[src/rtl/muldiv_pkg.sv]
// muldiv_pkg: shared types and operation-decode helpers for the iterative
// multiply/divide unit.
//   op_t    : RV32M/RV64M funct3 codes
//   state_t : control FSM states
//   is_div / is_rem / is_signed_a / is_signed_b : operation classification
package muldiv_pkg;

    typedef enum logic [2:0] {
        OP_MUL    = 3'b000,
        OP_MULH   = 3'b001,
        OP_MULHSU = 3'b010,
        OP_MULHU  = 3'b011,
        OP_DIV    = 3'b100,
        OP_DIVU   = 3'b101,
        OP_REM    = 3'b110,
        OP_REMU   = 3'b111
    } op_t;

    typedef enum logic [1:0] {
        ST_IDLE,
        ST_CALC,
        ST_FIX,
        ST_DONE
    } state_t;

    function automatic logic is_div(op_t op);
        return (op inside {OP_DIV, OP_DIVU, OP_REM, OP_REMU});
    endfunction

    function automatic logic is_rem(op_t op);
        return (op inside {OP_REM, OP_REMU});
    endfunction

    // Operand A is treated as two's complement for these operations
    function automatic logic is_signed_a(op_t op);
        return (op inside {OP_MULH, OP_MULHSU, OP_DIV, OP_REM});
    endfunction

    // Operand B is treated as two's complement for these operations
    function automatic logic is_signed_b(op_t op);
        return (op inside {OP_MULH, OP_DIV, OP_REM});
    endfunction

endpackage

[src/rtl/muldiv_if.sv]
// muldiv_if: request/response bundle of the multiply/divide unit.
//   I_flush                          : abandon the operation in flight
//   I_in_valid / O_in_ready          : request handshake
//   I_op, I_operandA, I_operandB     : funct3 code and rs1/rs2 values
//   O_out_valid / I_out_ready        : response handshake
//   O_result                         : registered result
// master = issuing stage, slave = muldiv_unit.
interface muldiv_if #(
    parameter int XLEN = 32
);
    logic            I_flush;
    logic            I_in_valid;
    logic            O_in_ready;
    logic [2:0]      I_op;
    logic [XLEN-1:0] I_operandA;
    logic [XLEN-1:0] I_operandB;
    logic            O_out_valid;
    logic            I_out_ready;
    logic [XLEN-1:0] O_result;

    modport master (
        output I_flush, I_in_valid, I_op, I_operandA, I_operandB, I_out_ready,
        input  O_in_ready, O_out_valid, O_result
    );

    modport slave (
        input  I_flush, I_in_valid, I_op, I_operandA, I_operandB, I_out_ready,
        output O_in_ready, O_out_valid, O_result
    );
endinterface

[src/rtl/muldiv_iter_core.sv]
// muldiv_iter_core: one radix-2 iteration of the shared {hi,lo} datapath.
// Purely combinational.
//   is_div       : 1 = restoring-divide step, 0 = shift-add multiply step
//   hi_in/lo_in  : current {hi,lo} pair (multiply: partial product high half /
//                  multiplier bits; divide: partial remainder / quotient)
//   b_in         : multiplicand or divisor magnitude
//   hi_out/lo_out: {hi,lo} after the step
module muldiv_iter_core #(
    parameter int XLEN = 32
) (
    input  logic            is_div,
    input  logic [XLEN-1:0] hi_in,
    input  logic [XLEN-1:0] lo_in,
    input  logic [XLEN-1:0] b_in,
    output logic [XLEN-1:0] hi_out,
    output logic [XLEN-1:0] lo_out
);

    logic [XLEN:0]   sum;
    logic [XLEN:0]   shifted;
    logic [XLEN-1:0] diff;
    logic            borrow;

    always_comb begin
        // Multiply: conditionally add, then shift {carry,hi,lo} right by one.
        sum = {1'b0, hi_in} + (lo_in[0] ? {1'b0, b_in} : {(XLEN+1){1'b0}});

        // Divide: shift {rem,quot} left, trial-subtract the divisor. The
        // shifted remainder is below 2*divisor, so when it does not borrow the
        // difference fits in XLEN bits and the low bits of the wrap-around
        // subtraction are exact.
        shifted = {hi_in, lo_in[XLEN-1]};
        diff    = shifted[XLEN-1:0] - b_in;
        borrow  = !shifted[XLEN] && (shifted[XLEN-1:0] < b_in);

        if (is_div) begin
            hi_out = borrow ? shifted[XLEN-1:0] : diff;
            lo_out = {lo_in[XLEN-2:0], !borrow};
        end else begin
            hi_out = sum[XLEN:1];
            lo_out = {sum[0], lo_in[XLEN-1:1]};
        end
    end

endmodule

[src/rtl/muldiv_unit.sv]
// muldiv_unit: iterative RV32M/RV64M multiply/divide unit.
//   I_clk   : rising-edge clock
//   I_rst_n : synchronous active-low reset
//   bus     : muldiv_if slave (flush, request and response handshakes)
// Normal ops take XLEN CALC cycles plus one FIX cycle; divide-by-zero and
// signed overflow go straight to DONE with the result from the raw operands.
module muldiv_unit
    import muldiv_pkg::*;
#(
    parameter int XLEN = 32
) (
    input  logic     I_clk,
    input  logic     I_rst_n,
    muldiv_if.slave  bus
);

    localparam int              CNT_W   = $clog2(XLEN);
    localparam logic [XLEN-1:0] MIN_NEG = {1'b1, {(XLEN-1){1'b0}}};

    state_t            state_reg,  state_next;
    logic [CNT_W-1:0]  cnt_reg,    cnt_next;
    logic [XLEN-1:0]   hi_reg,     hi_next;
    logic [XLEN-1:0]   lo_reg,     lo_next;
    logic [XLEN-1:0]   b_mag_reg,  b_mag_next;
    op_t               op_reg,     op_next;
    logic              sign_a_reg, sign_a_next;
    logic              sign_b_reg, sign_b_next;
    logic [XLEN-1:0]   result_reg, result_next;

    logic [XLEN-1:0]   core_hi, core_lo;

    // Incoming request decode
    op_t               op_in;
    logic              neg_a, neg_b, div_zero, overflow, accept;
    logic [XLEN-1:0]   a_mag, b_mag, special_result;

    // FIX-stage sign correction and selection
    logic [2*XLEN-1:0] prod_fix;
    logic [XLEN-1:0]   quot_fix, rem_fix, fix_result;

    assign bus.O_in_ready  = (state_reg == ST_IDLE) && I_rst_n;
    assign bus.O_out_valid = (state_reg == ST_DONE);
    assign bus.O_result    = result_reg;

    muldiv_iter_core #(.XLEN(XLEN)) u_core (
        .is_div (is_div(op_reg)),
        .hi_in  (hi_reg),
        .lo_in  (lo_reg),
        .b_in   (b_mag_reg),
        .hi_out (core_hi),
        .lo_out (core_lo)
    );

    always_comb begin
        op_in    = op_t'(bus.I_op);
        neg_a    = is_signed_a(op_in) && bus.I_operandA[XLEN-1];
        neg_b    = is_signed_b(op_in) && bus.I_operandB[XLEN-1];
        // The most negative value negates to itself, which read as unsigned
        // is exactly its magnitude.
        a_mag    = neg_a ? -bus.I_operandA : bus.I_operandA;
        b_mag    = neg_b ? -bus.I_operandB : bus.I_operandB;
        div_zero = is_div(op_in) && (bus.I_operandB == '0);
        overflow = (op_in inside {OP_DIV, OP_REM}) &&
                   (bus.I_operandA == MIN_NEG) && (bus.I_operandB == '1);
        accept   = bus.I_in_valid && bus.O_in_ready;

        special_result = '0;
        if (div_zero) begin
            special_result = is_rem(op_in) ? bus.I_operandA : '1;
        end else if (overflow) begin
            special_result = is_rem(op_in) ? '0 : bus.I_operandA;
        end

        prod_fix = (sign_a_reg ^ sign_b_reg) ? -{hi_reg, lo_reg} : {hi_reg, lo_reg};
        quot_fix = (sign_a_reg ^ sign_b_reg) ? -lo_reg : lo_reg;
        rem_fix  = sign_a_reg ? -hi_reg : hi_reg;   // remainder follows dividend

        fix_result = quot_fix;
        case (op_reg)
            OP_MUL:                        fix_result = prod_fix[XLEN-1:0];
            OP_MULH, OP_MULHSU, OP_MULHU:  fix_result = prod_fix[2*XLEN-1:XLEN];
            OP_DIV, OP_DIVU:               fix_result = quot_fix;
            OP_REM, OP_REMU:               fix_result = rem_fix;
            default:                       fix_result = quot_fix;
        endcase
    end

    always_comb begin
        state_next  = state_reg;
        cnt_next    = cnt_reg;
        hi_next     = hi_reg;
        lo_next     = lo_reg;
        b_mag_next  = b_mag_reg;
        op_next     = op_reg;
        sign_a_next = sign_a_reg;
        sign_b_next = sign_b_reg;
        result_next = result_reg;

        if (bus.I_flush) begin
            // Flush wins over everything, including a same-cycle request.
            state_next = ST_IDLE;
        end else begin
            case (state_reg)
                ST_IDLE: begin
                    if (accept) begin
                        op_next     = op_in;
                        sign_a_next = neg_a;
                        sign_b_next = neg_b;
                        hi_next     = '0;
                        lo_next     = a_mag;
                        b_mag_next  = b_mag;
                        cnt_next    = CNT_W'(XLEN-1);
                        if (div_zero || overflow) begin
                            result_next = special_result;
                            state_next  = ST_DONE;
                        end else begin
                            state_next  = ST_CALC;
                        end
                    end
                end
                ST_CALC: begin
                    hi_next = core_hi;
                    lo_next = core_lo;
                    if (cnt_reg == '0) begin
                        state_next = ST_FIX;
                    end else begin
                        cnt_next = cnt_reg - CNT_W'(1);
                    end
                end
                ST_FIX: begin
                    result_next = fix_result;
                    state_next  = ST_DONE;
                end
                ST_DONE: begin
                    if (bus.I_out_ready) begin
                        state_next = ST_IDLE;
                    end
                end
                default: state_next = ST_IDLE;
            endcase
        end
    end

    always_ff @(posedge I_clk) begin
        if (!I_rst_n) begin
            state_reg  <= ST_IDLE;
            cnt_reg    <= '0;
            hi_reg     <= '0;
            lo_reg     <= '0;
            b_mag_reg  <= '0;
            op_reg     <= OP_MUL;
            sign_a_reg <= 1'b0;
            sign_b_reg <= 1'b0;
            result_reg <= '0;
        end else begin
            state_reg  <= state_next;
            cnt_reg    <= cnt_next;
            hi_reg     <= hi_next;
            lo_reg     <= lo_next;
            b_mag_reg  <= b_mag_next;
            op_reg     <= op_next;
            sign_a_reg <= sign_a_next;
            sign_b_reg <= sign_b_next;
            result_reg <= result_next;
        end
    end

endmodule

[src/flat_wrapper.sv]
// flat-port wrapper written by rule: the top's interface ports become plain ports
module muldiv_unit_flat import muldiv_pkg::*;
#(
    parameter int XLEN = 32
)
  (I_clk, I_rst_n, bus_I_flush, bus_I_in_valid, bus_I_op, bus_I_operandA, bus_I_operandB, bus_I_out_ready, bus_O_in_ready, bus_O_out_valid, bus_O_result);
  muldiv_if #(.XLEN(XLEN)) bus_i ();
  input  logic I_clk;
  input  logic I_rst_n;
  input wire logic [$bits(bus_i.I_flush)-1:0] bus_I_flush;
  input wire logic [$bits(bus_i.I_in_valid)-1:0] bus_I_in_valid;
  input wire logic [$bits(bus_i.I_op)-1:0] bus_I_op;
  input wire logic [$bits(bus_i.I_operandA)-1:0] bus_I_operandA;
  input wire logic [$bits(bus_i.I_operandB)-1:0] bus_I_operandB;
  input wire logic [$bits(bus_i.I_out_ready)-1:0] bus_I_out_ready;
  output wire logic [$bits(bus_i.O_in_ready)-1:0] bus_O_in_ready;
  output wire logic [$bits(bus_i.O_out_valid)-1:0] bus_O_out_valid;
  output wire logic [$bits(bus_i.O_result)-1:0] bus_O_result;
  assign bus_i.I_flush = bus_I_flush;
  assign bus_i.I_in_valid = bus_I_in_valid;
  assign bus_i.I_op = bus_I_op;
  assign bus_i.I_operandA = bus_I_operandA;
  assign bus_i.I_operandB = bus_I_operandB;
  assign bus_i.I_out_ready = bus_I_out_ready;
  assign bus_O_in_ready = bus_i.O_in_ready;
  assign bus_O_out_valid = bus_i.O_out_valid;
  assign bus_O_result = bus_i.O_result;
  muldiv_unit #(.XLEN(XLEN)) u_core (.I_clk(I_clk), .I_rst_n(I_rst_n), .bus(bus_i));
endmodule
[config.mk]
export PLATFORM = sky130hd
export DESIGN_NAME = muldiv_unit_flat
export DESIGN_NICKNAME = d
export VERILOG_FILES = /design/src/rtl/muldiv_pkg.sv /design/src/rtl/muldiv_if.sv /design/src/rtl/muldiv_iter_core.sv /design/src/rtl/muldiv_unit.sv /design/src/flat_wrapper.sv
export SDC_FILE = /design/constraint.sdc
export NUM_CORES = 1
export LEC_CHECK = 0
export BUFFER_PORTS_ARGS = -buffer_cell sky130_fd_sc_hd__buf_2
export CAP_MARGIN = 10
export CORE_MARGIN = 4
export CORE_UTILIZATION = 40
export DETAILED_ROUTE_END_ITERATION = 10
export MAX_ROUTING_LAYER = met4
export PLACE_DENSITY = 0.61
export SLEW_MARGIN = 20
export SYNTH_ARGS = -nofsm -noshare
export SYNTH_HDL_FRONTEND = slang
export SYNTH_SLANG_ARGS = --single-unit
[constraint.sdc]
create_clock -name I_clk -period 4.15 [get_ports I_clk]
set_input_delay 0.83 -clock I_clk [delete_from_list [all_inputs] [get_ports I_clk]]
set_output_delay 0.83 -clock I_clk [all_outputs]
set_load 0.1 [all_outputs]
After elaboration in Yosys (flattened, before gate mapping)
Index checks and enable logic that the tools add are counted.
{"block": "word_totals", "inputBits": 72, "elab_cells": 105, "out_inout_bits": 34, "regBits": 140}
{"block": "op_classes", "reduce_logical": 32, "order_cmp": 1, "bitwise": 3, "addsub": 8, "eq_ne": 23, "n_mux": 29}
{"op": "32-bit two-way mux", "n": 16}
{"op": "32-bit case mux with 2 select lines", "n": 3}
{"op": "32-bit negation", "n": 4}
{"op": "32-bit case mux with 4 select lines", "n": 1}
{"op": "32-bit == test (second input constant)", "n": 2}
{"op": "64-bit two-way mux", "n": 1}
{"op": "64-bit negation", "n": 1}
{"op": "32-bit by 33-bit adder with 33-bit output", "n": 1}
{"op": "32-bit zero test", "n": 1}
{"op": "32-bit < comparator", "n": 1}
{"op": "32-bit subtractor", "n": 1}
{"op": "3-bit == test (second input constant)", "n": 8}
{"op": "4-bit nonzero test", "n": 3}
{"op": "5-bit two-way mux", "n": 2}
{"op": "5-bit case mux with 2 select lines", "n": 1}
{"op": "3-bit by 2-bit == test with 1-bit output (second input constant)", "n": 3}
{"op": "3-bit AND reduction", "n": 3}
{"op": "1-bit logical AND", "n": 8}
{"op": "2-bit two-way mux", "n": 4}
{"op": "2-bit case mux with 4 select lines", "n": 1}
{"op": "4-bit AND reduction", "n": 2}
{"op": "2-bit nonzero test", "n": 4}
{"op": "3-bit by 1-bit == test with 1-bit output (second input constant)", "n": 2}
{"op": "2-bit != test (second input constant)", "n": 3}
{"op": "other kinds (14)", "n": 20}

Logic depth before layout (Yosys ltp)
Gate-level depths: netlist (run 1).
{"block": "logic_depth", "ltp_word": 9, "ltp_mapped": 15, "depth_no_buf": 13}

Modules after synthesis
Synthesis (run 1) repeated with hierarchy kept, for this count alone.
{"block": "unflattened", "cells_unflattened": 2125, "area_unflattened_um2": 14946.8}
{"module": "muldiv_unit", "instances": 1, "cells_per_inst": 1464, "area_per_inst_um2": 10475.0, "seq_area_each_um2": 2802.7}
{"module": "muldiv_iter_core", "instances": 1, "cells_per_inst": 661, "area_per_inst_um2": 4471.8, "seq_area_each_um2": 0.0}

Worst setup path before layout (run 1)
Ideal clock, no wire load.
{"block": "synth_timing", "kind": "input port to flip-flop", "startpoint": "input bus_I_operandB[26]", "endpoint": "register u_core.result_reg[6] (netlist: u_core.bus.O_result[6])", "required_time_ns": 4.031, "path_stages": 9, "setup_time_ns": 0.119, "path_buffers": 1, "slack_ns": 0.730, "arrival_ns": 3.301, "cell_sequence": "or4_1 or3_1 or4b_1 nor4_2 nor2_1 o21ai_2 buf_4 o221ai_1 o221a_1"}
{"block": "synth_between", "elab_chain_len": 7, "word_cells_on_any_way": 12, "classes_between": "eq/ne: 2; mux: 5; reduce/logical: 5"}
{"element": "start: declaration", "line": "flat_wrapper.sv:14", "text": "input wire logic [$bits(bus_i.I_operandB)-1:0] bus_I_operandB;"}
{"element": "32-bit == test", "line": "muldiv_unit.sv:64", "text": "(bus.I_operandA == MIN_NEG) && (bus.I_operandB == '1);"}
{"element": "1-bit logical AND", "line": "muldiv_unit.sv:64"}
{"element": "32-bit two-way mux", "line": "muldiv_unit.sv:70", "text": "end else if (overflow) begin"}
{"element": "32-bit two-way mux", "line": "muldiv_unit.sv:68", "text": "if (div_zero) begin"}
{"element": "32-bit two-way mux", "line": "muldiv_unit.sv:113", "text": "if (div_zero || overflow) begin"}
{"element": "32-bit two-way mux", "line": "muldiv_unit.sv:105", "text": "if (accept) begin"}
{"element": "32-bit case mux with 2 select lines", "line": "muldiv_unit.sv:103", "text": "case (state_reg)"}
{"element": "end signal: assignment", "line": "muldiv_unit.sv:164", "text": "result_reg <= result_next;"}
{"element": "end: declaration", "line": "muldiv_unit.sv:28", "text": "logic [XLEN-1:0] result_reg, result_next;"}
Parallel ways exist; a longest one is shown, timed or not. The select of a mux whose other input is x is not followed.
A chain may end at the register's enable or synchronous reset.

Worst setup path in the final report (run 1)
{"block": "layout_timing", "startpoint": "register u_core.lo_reg[0]", "endpoint": "register u_core.hi_reg[29]"}
{"block": "layout_between", "elab_chain_len": 4}
{"element": "start: declaration", "line": "muldiv_unit.sv:23", "text": "logic [XLEN-1:0] lo_reg, lo_next;"}
{"element": "start signal: assignment", "line": "muldiv_unit.sv:159", "text": "lo_reg <= lo_next;"}
{"element": "32-bit two-way mux", "line": "muldiv_iter_core.sv:26", "text": "sum = {1'b0, hi_in} + (lo_in[0] ? {1'b0, b_in} : {(XLEN+1){1'b0}});"}
{"element": "32-bit by 33-bit adder with 33-bit output", "line": "muldiv_iter_core.sv:26"}
{"element": "32-bit two-way mux", "line": "muldiv_iter_core.sv:36", "text": "if (is_div) begin"}
{"element": "32-bit case mux with 2 select lines", "line": "muldiv_unit.sv:103"}
{"element": "end signal: assignment", "line": "muldiv_unit.sv:158", "text": "hi_reg <= hi_next;"}
{"element": "end: declaration", "line": "muldiv_unit.sv:22", "text": "logic [XLEN-1:0] hi_reg, hi_next;"}
No other way between the ends.

==> impl_metrics.tcl, run 1 <==
set metrics [dict create \
    rr_startpoint "u_core.lo_reg[0]" \
    antenna_cells 0 \
    seq_area_frac_synth_pct 19.7 \
    cp_cell_sequence "inv_1 > buf_4 > nor2_1 > ha_1 > and4_1 > o211ai_1 > and3b_1 > a221oi_1 > a31oi_1 > mux2i_1 > a211oi_1 > a211oi_1" \
    grt-ovfl-total 0 \
    finalPower_mw 4.24 \
    r2r_slack_ns 0.33 \
    maxCapViolCount 0 \
    core_area_mm2 0.0349 \
    path_common_cell "a211oi_1" \
    cts.htree.levels 4 \
    synthXorXnorAreaFrac_pct 10.0 \
    powerDensity_mw_per_mm2 263 \
    postCtsHoldBufs 0 \
    layout_commonest_cell "nand2_1" \
    drive_above_1_share_pct 12.3 \
    synth.lib_cells_used.distinct 84 \
    ant_nets 0 \
    path_clk_slew_ns 0.07 \
    slew_headroom_pct 30.3 \
    initial_core_util_pct 40.9 \
    grt_max_degree 71 \
    rsz0062_at_grt "false" \
    synth_nets 2140 \
    synth_area_mm2 0.0143 \
    p_leak_nw 6.77 \
    critPathMaxFanout 19 \
    final_cells 2525 \
    max_stage_delay_ns 0.55 \
    ctsResizeCount 0 \
    syn_inst 1991 \
    ioPinCount 106 \
    muxShareOfSynthArea_pct 3.41 \
    wl_um 57500 \
    synth_compound_area_share_pct 31.7 \
    ir_drop_mv 0.300 \
    grt_first_pass_wirelength_um 87600 \
    final-setup-viol-count 0 \
    critPathLaunch "u_core.lo_reg[0]" \
    synth_top_family_by_area "compound AO/OA/AOI/OAI gates" \
    drc 0 \
    cts_tree "yes" \
    rows 68 \
    hold_violations 0 \
    syn_to_final_growth_pct 13.0 \
    gp_congestion 1.06 \
    maxSlewViolCount 0 \
    yosys_warnings 0 \
    dr.pass1.iters 7 \
    arrival_ns 4.16 \
    grt_use_total_pct 29.6 \
    avgViaCountPerCell 6.19 \
    outcome "complete, no violations" \
    layout.nets 2207 \
    fmax_mhz 262 \
    syn_area_per_cell_um2 7.16 \
    io_buffers 105 \
    synth_enable_flop_cells 0 \
    worst_setup_path_end_kind "flop" \
    finalSetupTns_ns 0 \
    synth_async_sr_flop_share_pct 0 \
    fin_crit_sh_pct 92.1 \
    clock_sinks 140 \
    synthSimpleGateAreaFrac_pct 22.8 \
    hpwl_um 44100 \
    fin_skew_ns 0.00951 \
    hp-class "flop to flop" \
    cts_buffers 17 \
    antenna_found_initial 0 \
    cp.required_ns 4.49 \
    final_cell_mix "nand2_1 (220), nor2_1 (186), a21oi_1 (172)" \
    crit_path_start_kind "flop" \
    synthAdderAreaFrac_pct 6.86 \
    num_vias 15600 \
    crit_type "flop to flop" \
    crit_slowest_cell "a221oi_1" \
    period_needed_ns 3.82 \
    die_w_um 197 \
    die_y_um 197 \
    post_cts_buffers 0 \
    dieArea_mm2 0.0387 \
    dp_cells 2493 \
    min_from "u_core.b_mag_reg[31]" \
    wl_per_cell_um 22.8 \
    root_buffer "clkbuf_16" \
    grt_pass1_vias 14900 \
    yosys_register_bits 140 \
    cts_buffer_depth 2 \
    synth_ff_type "dfxtp_1" \
    drt_iter0_markers 1308 \
    worstSkewPairLatency_ns 0.46 \
    whs_ns 0.494 \
    tightest_slew_ns 1.04 \
]
## report_power, final
group	switching, mW	internal [mW]
sequential	0.0562	1.38
combinational	0.679	0.386
clock	0.694	1.04
total	1.43	2.81
## stage by stage
| step | instance area [um2] | setup WS (ns) | utilization [%] |
|---|---|---|---|
| after floorplan | 14300 | 0.730 | - |
| after global placement | 15500 | 0.156 | 44.3 |
| after detailed placement | 15500 | 0.0194 | 44.3 |
| after CTS | 16100 | 0.265 | 46.2 |
| after global routing | 16100 | 0.168 | 46.2 |
| final | 16100 | 0.327 | 46.2 |
## final timing paths
path	to	depth (start not counted)
hold reg to reg	u_core.b_mag_reg[31]	2
setup / recovery	u_core.hi_reg[29]	12
hold / removal	u_core.b_mag_reg[31]	2
setup reg to reg	u_core.hi_reg[29]	12
## cell type report
class	instances	area [um2]
clock buffers	18	450
clock inverters	13	188
fillers	3589	18800
inverters	65	244
multi-input cells	1649	10700
flip-flops and latches	140	2810
well taps	455	569
repair buffers	185	1160
## Yosys cell counts, types with 19 or more instances
| library cell | count | area (um2) |
|---|---|---|
| nand3_1 | 27 | 135 |
| o21ai_0 | 130 | 651 |
| o211a_1 | 33 | 330 |
| a211oi_1 | 19 | 143 |
| nand2b_1 | 24 | 150 |
| inv_1 | 65 | 244 |
| nand4_1 | 22 | 138 |
| o31ai_1 | 27 | 203 |
| nor2_1 | 186 | 698 |
| nor3_1 | 52 | 260 |
| ha_1 | 75 | 938 |
| dfxtp_1 | 140 | 2800 |
| xor2_1 | 77 | 674 |
| nand2_1 | 220 | 826 |
| mux2i_1 | 43 | 430 |
| o21a_1 | 20 | 150 |
| a21o_1 | 25 | 188 |
| a21boi_0 | 38 | 285 |
| o211ai_1 | 48 | 360 |
| a21oi_1 | 173 | 866 |
| xnor2_1 | 86 | 753 |
| nor4_1 | 22 | 138 |
| a31oi_1 | 32 | 200 |
| clkbuf_1 | 118 | 443 |
| o21ai_1 | 19 | 95.1 |
| or3_1 | 20 | 125 |
## critical path: cells and delay by family, from the launching register on
kind	cells	cell delay (ns)
mux	1	0.18
compound gates	5	1.27
flops	1	0.38
buf+inv	2	0.83
simple gates	3	0.61
fa+ha+maj	1	0.41
## logic make-up (layout without fill, tap and decap cells)
family,count (synthesis),after routing
compound gates,688,688
xor+xnor,163,163
fa+ha+maj,77,77
buf+inv,202,281
flops,140,140
mux,48,48
simple gates,673,673
## routing by layer
| metal | vias to the layer above | share of wire (%) | GRT usage, % |
|---|---|---|---|
| met4 | 0 | 5.9 | 15.0 |
| met3 | 155 | 6.5 | 4.39 |
| met1 | 7382 | 42 | 36.3 |
| met2 | 678 | 46 | 47.5 |
| met5 | - | 0 | - |
| li1 | 7412 | - | - |
Power figures use the tool's default switching activity.
==> run 2: changes to the inputs <==
--- a/config.mk
+++ b/config.mk
@@ -5,13 +5,14 @@
 export SDC_FILE = /design/constraint.sdc
 export NUM_CORES = 1
 export LEC_CHECK = 0
+export ABC_AREA = 1
 export BUFFER_PORTS_ARGS = -buffer_cell sky130_fd_sc_hd__buf_2
 export CAP_MARGIN = 10
 export CORE_MARGIN = 4
 export CORE_UTILIZATION = 40
 export DETAILED_ROUTE_END_ITERATION = 10
 export MAX_ROUTING_LAYER = met4
-export PLACE_DENSITY = 0.61
+export PLACE_DENSITY = 0.6
 export SLEW_MARGIN = 20
 export SYNTH_ARGS = -nofsm -noshare
 export SYNTH_HDL_FRONTEND = slang
==> impl_metrics.tcl, run 2 <==
set metrics [dict create \
    outcome "complete, no violations" \
    syn_to_final_growth_pct 8.93 \
    antenna_found_initial 0 \
    wl_met2_um 31700 \
    max_stage_delay_ns 0.54 \
    num_vias 22100 \
    rows 76 \
    path_delay_family "simple AND/OR/NAND/NOR gates" \
    rr_startpoint "u_core.hi_reg[0]" \
    ir_drop_mv 0.266 \
    ctsResizeCount 0 \
    synthTopCellsByCount "nand2_1 (999), inv_1 (460), nor2_1 (364), nand3_1 (308), a21oi_1 (251)" \
    hp-class "flop to flop" \
    layout_commonest_cell "nand2_1" \
    cp.required_ns 4.46 \
    fin_ws_ns 0.724 \
    ant_nets 0 \
    dp_cells 3886 \
    slew_headroom_pct 40.8 \
    synth_area_leaders "nand2_1 (21%), dfxtp_1 (16%), inv_1 (9.9%)" \
    dr.pass1.iters 7 \
    ff_latch_area_mm2 0.00280 \
    gp_congestion 1.12 \
    whs_ns 0.474 \
    die_w_um 217 \
    final_area_mm2 0.0190 \
    postCtsHoldBufs 0 \
    arrival_ns 3.74 \
    final_cell_mix "nand2_1 (998), inv_1 (460), nor2_1 (363)" \
    synth_area_mm2 0.0175 \
    tightest_slew_ns 0.888 \
    min_from "u_core.cnt_reg[0]" \
    grt_pass1_vias 19500 \
    maxCapViolCount 0 \
    initial_core_util_pct 40.5 \
    fin_crit_sh_pct 82.6 \
    yosys.area.top_type "nand2_1" \
    cts_tree "yes" \
    root_buffer "clkbuf_16" \
    drt_iter0_markers 3095 \
    crit_type "flop to flop" \
    p_leak_nw 10.0 \
    drc 0 \
    io_buffers 105 \
    path_common_cell "nand2_1" \
    layout.nets 3469 \
    maxSlewViolCount 0 \
    cts.htree.levels 4 \
    fin_skew_ns 0.0168 \
    synth.lib_cells_used.distinct 49 \
    seq_area_frac_synth_pct 16.0 \
    synth_most_common_cell "nand2_1" \
    worstSkewPairLatency_ns 0.46 \
    hold_violations 0 \
    crit_slowest_cell "fa_1" \
    clock_sinks 140 \
    n_fill_cell 4967 \
    critPathLaunch "u_core.hi_reg[0]" \
    fin_util_pct 44.1 \
    drive_above_1_share_pct 6.87 \
    period_needed_ns 3.43 \
    grt_max_degree 91 \
    synth_ff_type "dfxtp_1" \
    worst_setup_path_end_kind "flop" \
    syn_inst 3276 \
    rsz0062_at_grt "false" \
    cts_buffer_depth 2 \
    grt_first_pass_wirelength_um 119000 \
    yosys_register_bits 140 \
    crit_path_start_kind "flop" \
    cp_cell_sequence "clkinv_1 > fa_1 > inv_1 > nand2_1 > nand2_1 > nand3_1 > nand2_1 > nand2_1 > nand2_1 > nand2_1 > nand3_2 > nand2_2 > inv_2 > nand2_1 > nand2_1 > nor2_1 > nor2_1 > nor2_1" \
    pre_cts_slack_ns 0.755 \
    avgViaCountPerCell 5.65 \
    ioPinCount 106 \
    syn_area_per_cell_um2 5.33 \
    synth_async_sr_flop_share_pct 0 \
    synth_enable_flop_cells 0 \
    grt_use_total_pct 33.4 \
    multi_input_area_mm2 0.0123 \
    post_cts_buffers 0 \
    final_cells 3919 \
    critPathMaxFanout 16 \
    hpwl_um 63100 \
    die_y_um 217 \
    fmax_mhz 292 \
    core_area_mm2 0.0432 \
    final-setup-viol-count 0 \
    path_clk_slew_ns 0.06 \
    grt-ovfl-total 0 \
    dr_wl_met3_um 10200 \
    top_layer_used "met4" \
    powerDensity_mw_per_mm2 245 \
    dpl_cell_area_mm2 0.0184 \
    finalPower_mw 4.67 \
    wl_per_cell_um 20.2 \
    cts_buffers 17 \
    met1_length_um 33800 \
    synth_top_area_share_pct 21.5 \
    finalSetupTns_ns 0 \
    synth_nets 3425 \
    yosys_warnings 0 \
    path_buf_inv 3 \
    dieArea_mm2 0.0471 \
    wl_um 79200 \
]
## run 2: cell count changes after synthesis, sizes merged, moves of 43 or more
| cell | before | now |
|---|---|---|
| xnor2 | 86 | 19 |
| o21ai | 150 | 237 |
| nand3 | 28 | 315 |
| inv | 65 | 474 |
| clkbuf | 118 | 55 |
| nor2 | 188 | 379 |
| a21oi | 173 | 253 |
| mux2i | 43 | 0 |
| nand2 | 221 | 1005 |
| nand4 | 22 | 71 |
## run 2: area by class of cell
| cell class | count | area share (%) |
|---|---|---|
| clock buffer | 20 | 2.40 |
| antenna | 1 | 0.0131 |
| timing repair buffer | 137 | 4.02 |
| clock inverter | 12 | 0.723 |
| tap | 585 | 3.84 |
| inverter | 477 | 9.43 |
| multi-input combinational | 2547 | 64.8 |
| sequential | 140 | 14.7 |
## run 2: routing by layer
| metal | track usage (%) | vias up |
|---|---|---|
| met5 | - | - |
| met4 | 12.0 | 0 |
| met3 | 7.26 | 194 |
| met2 | 46.5 | 1407 |
| met1 | 47.3 | 9879 |
| li1 | - | 10700 |
## run 2: kinds of logic after synthesis
kind of cell             after synthesis  share of synthesized area [%]
flip-flops                           140                           16.0
AO/OA/AOI/OAI                        560                           17.0
adder cells (fa/ha/maj)               77                           5.60
buffers and inverters                589                           13.4
AND/OR/NAND/NOR                     1843                           44.6
XOR/XNOR                              67                           3.36
## run 2: path summary, 6_finish.rpt
check | end | slack, ns | cells past startpoint
worst max register to register | u_core.hi_reg[17] | 0.72 | 18
worst max-delay path | u_core.hi_reg[17] | 0.72 | 18
worst min register to register | u_core.cnt_reg[0] | 0.47 | 1
worst min-delay path | u_core.cnt_reg[0] | 0.47 | 1
## run 2: worst reg2reg max path: cells and delay by family (launching register included)
family                     cells  cell delay, ns
and+or+nand+nor               14            1.50
buffers and inverters          3            0.79
adders and majority gates      1            0.54
DFF                            1            0.46
## run 2: report_power, final
group | total, mW | switching [mW] | leakage, nW | internal (mW)
clock network | 1.60 | 0.676 | 0.275 | 0.920
registers | 1.46 | 0.0671 | 1.14 | 1.40
logic | 1.61 | 1.17 | 8.63 | 0.437
total | 4.67 | 1.91 | 10.0 | 2.75
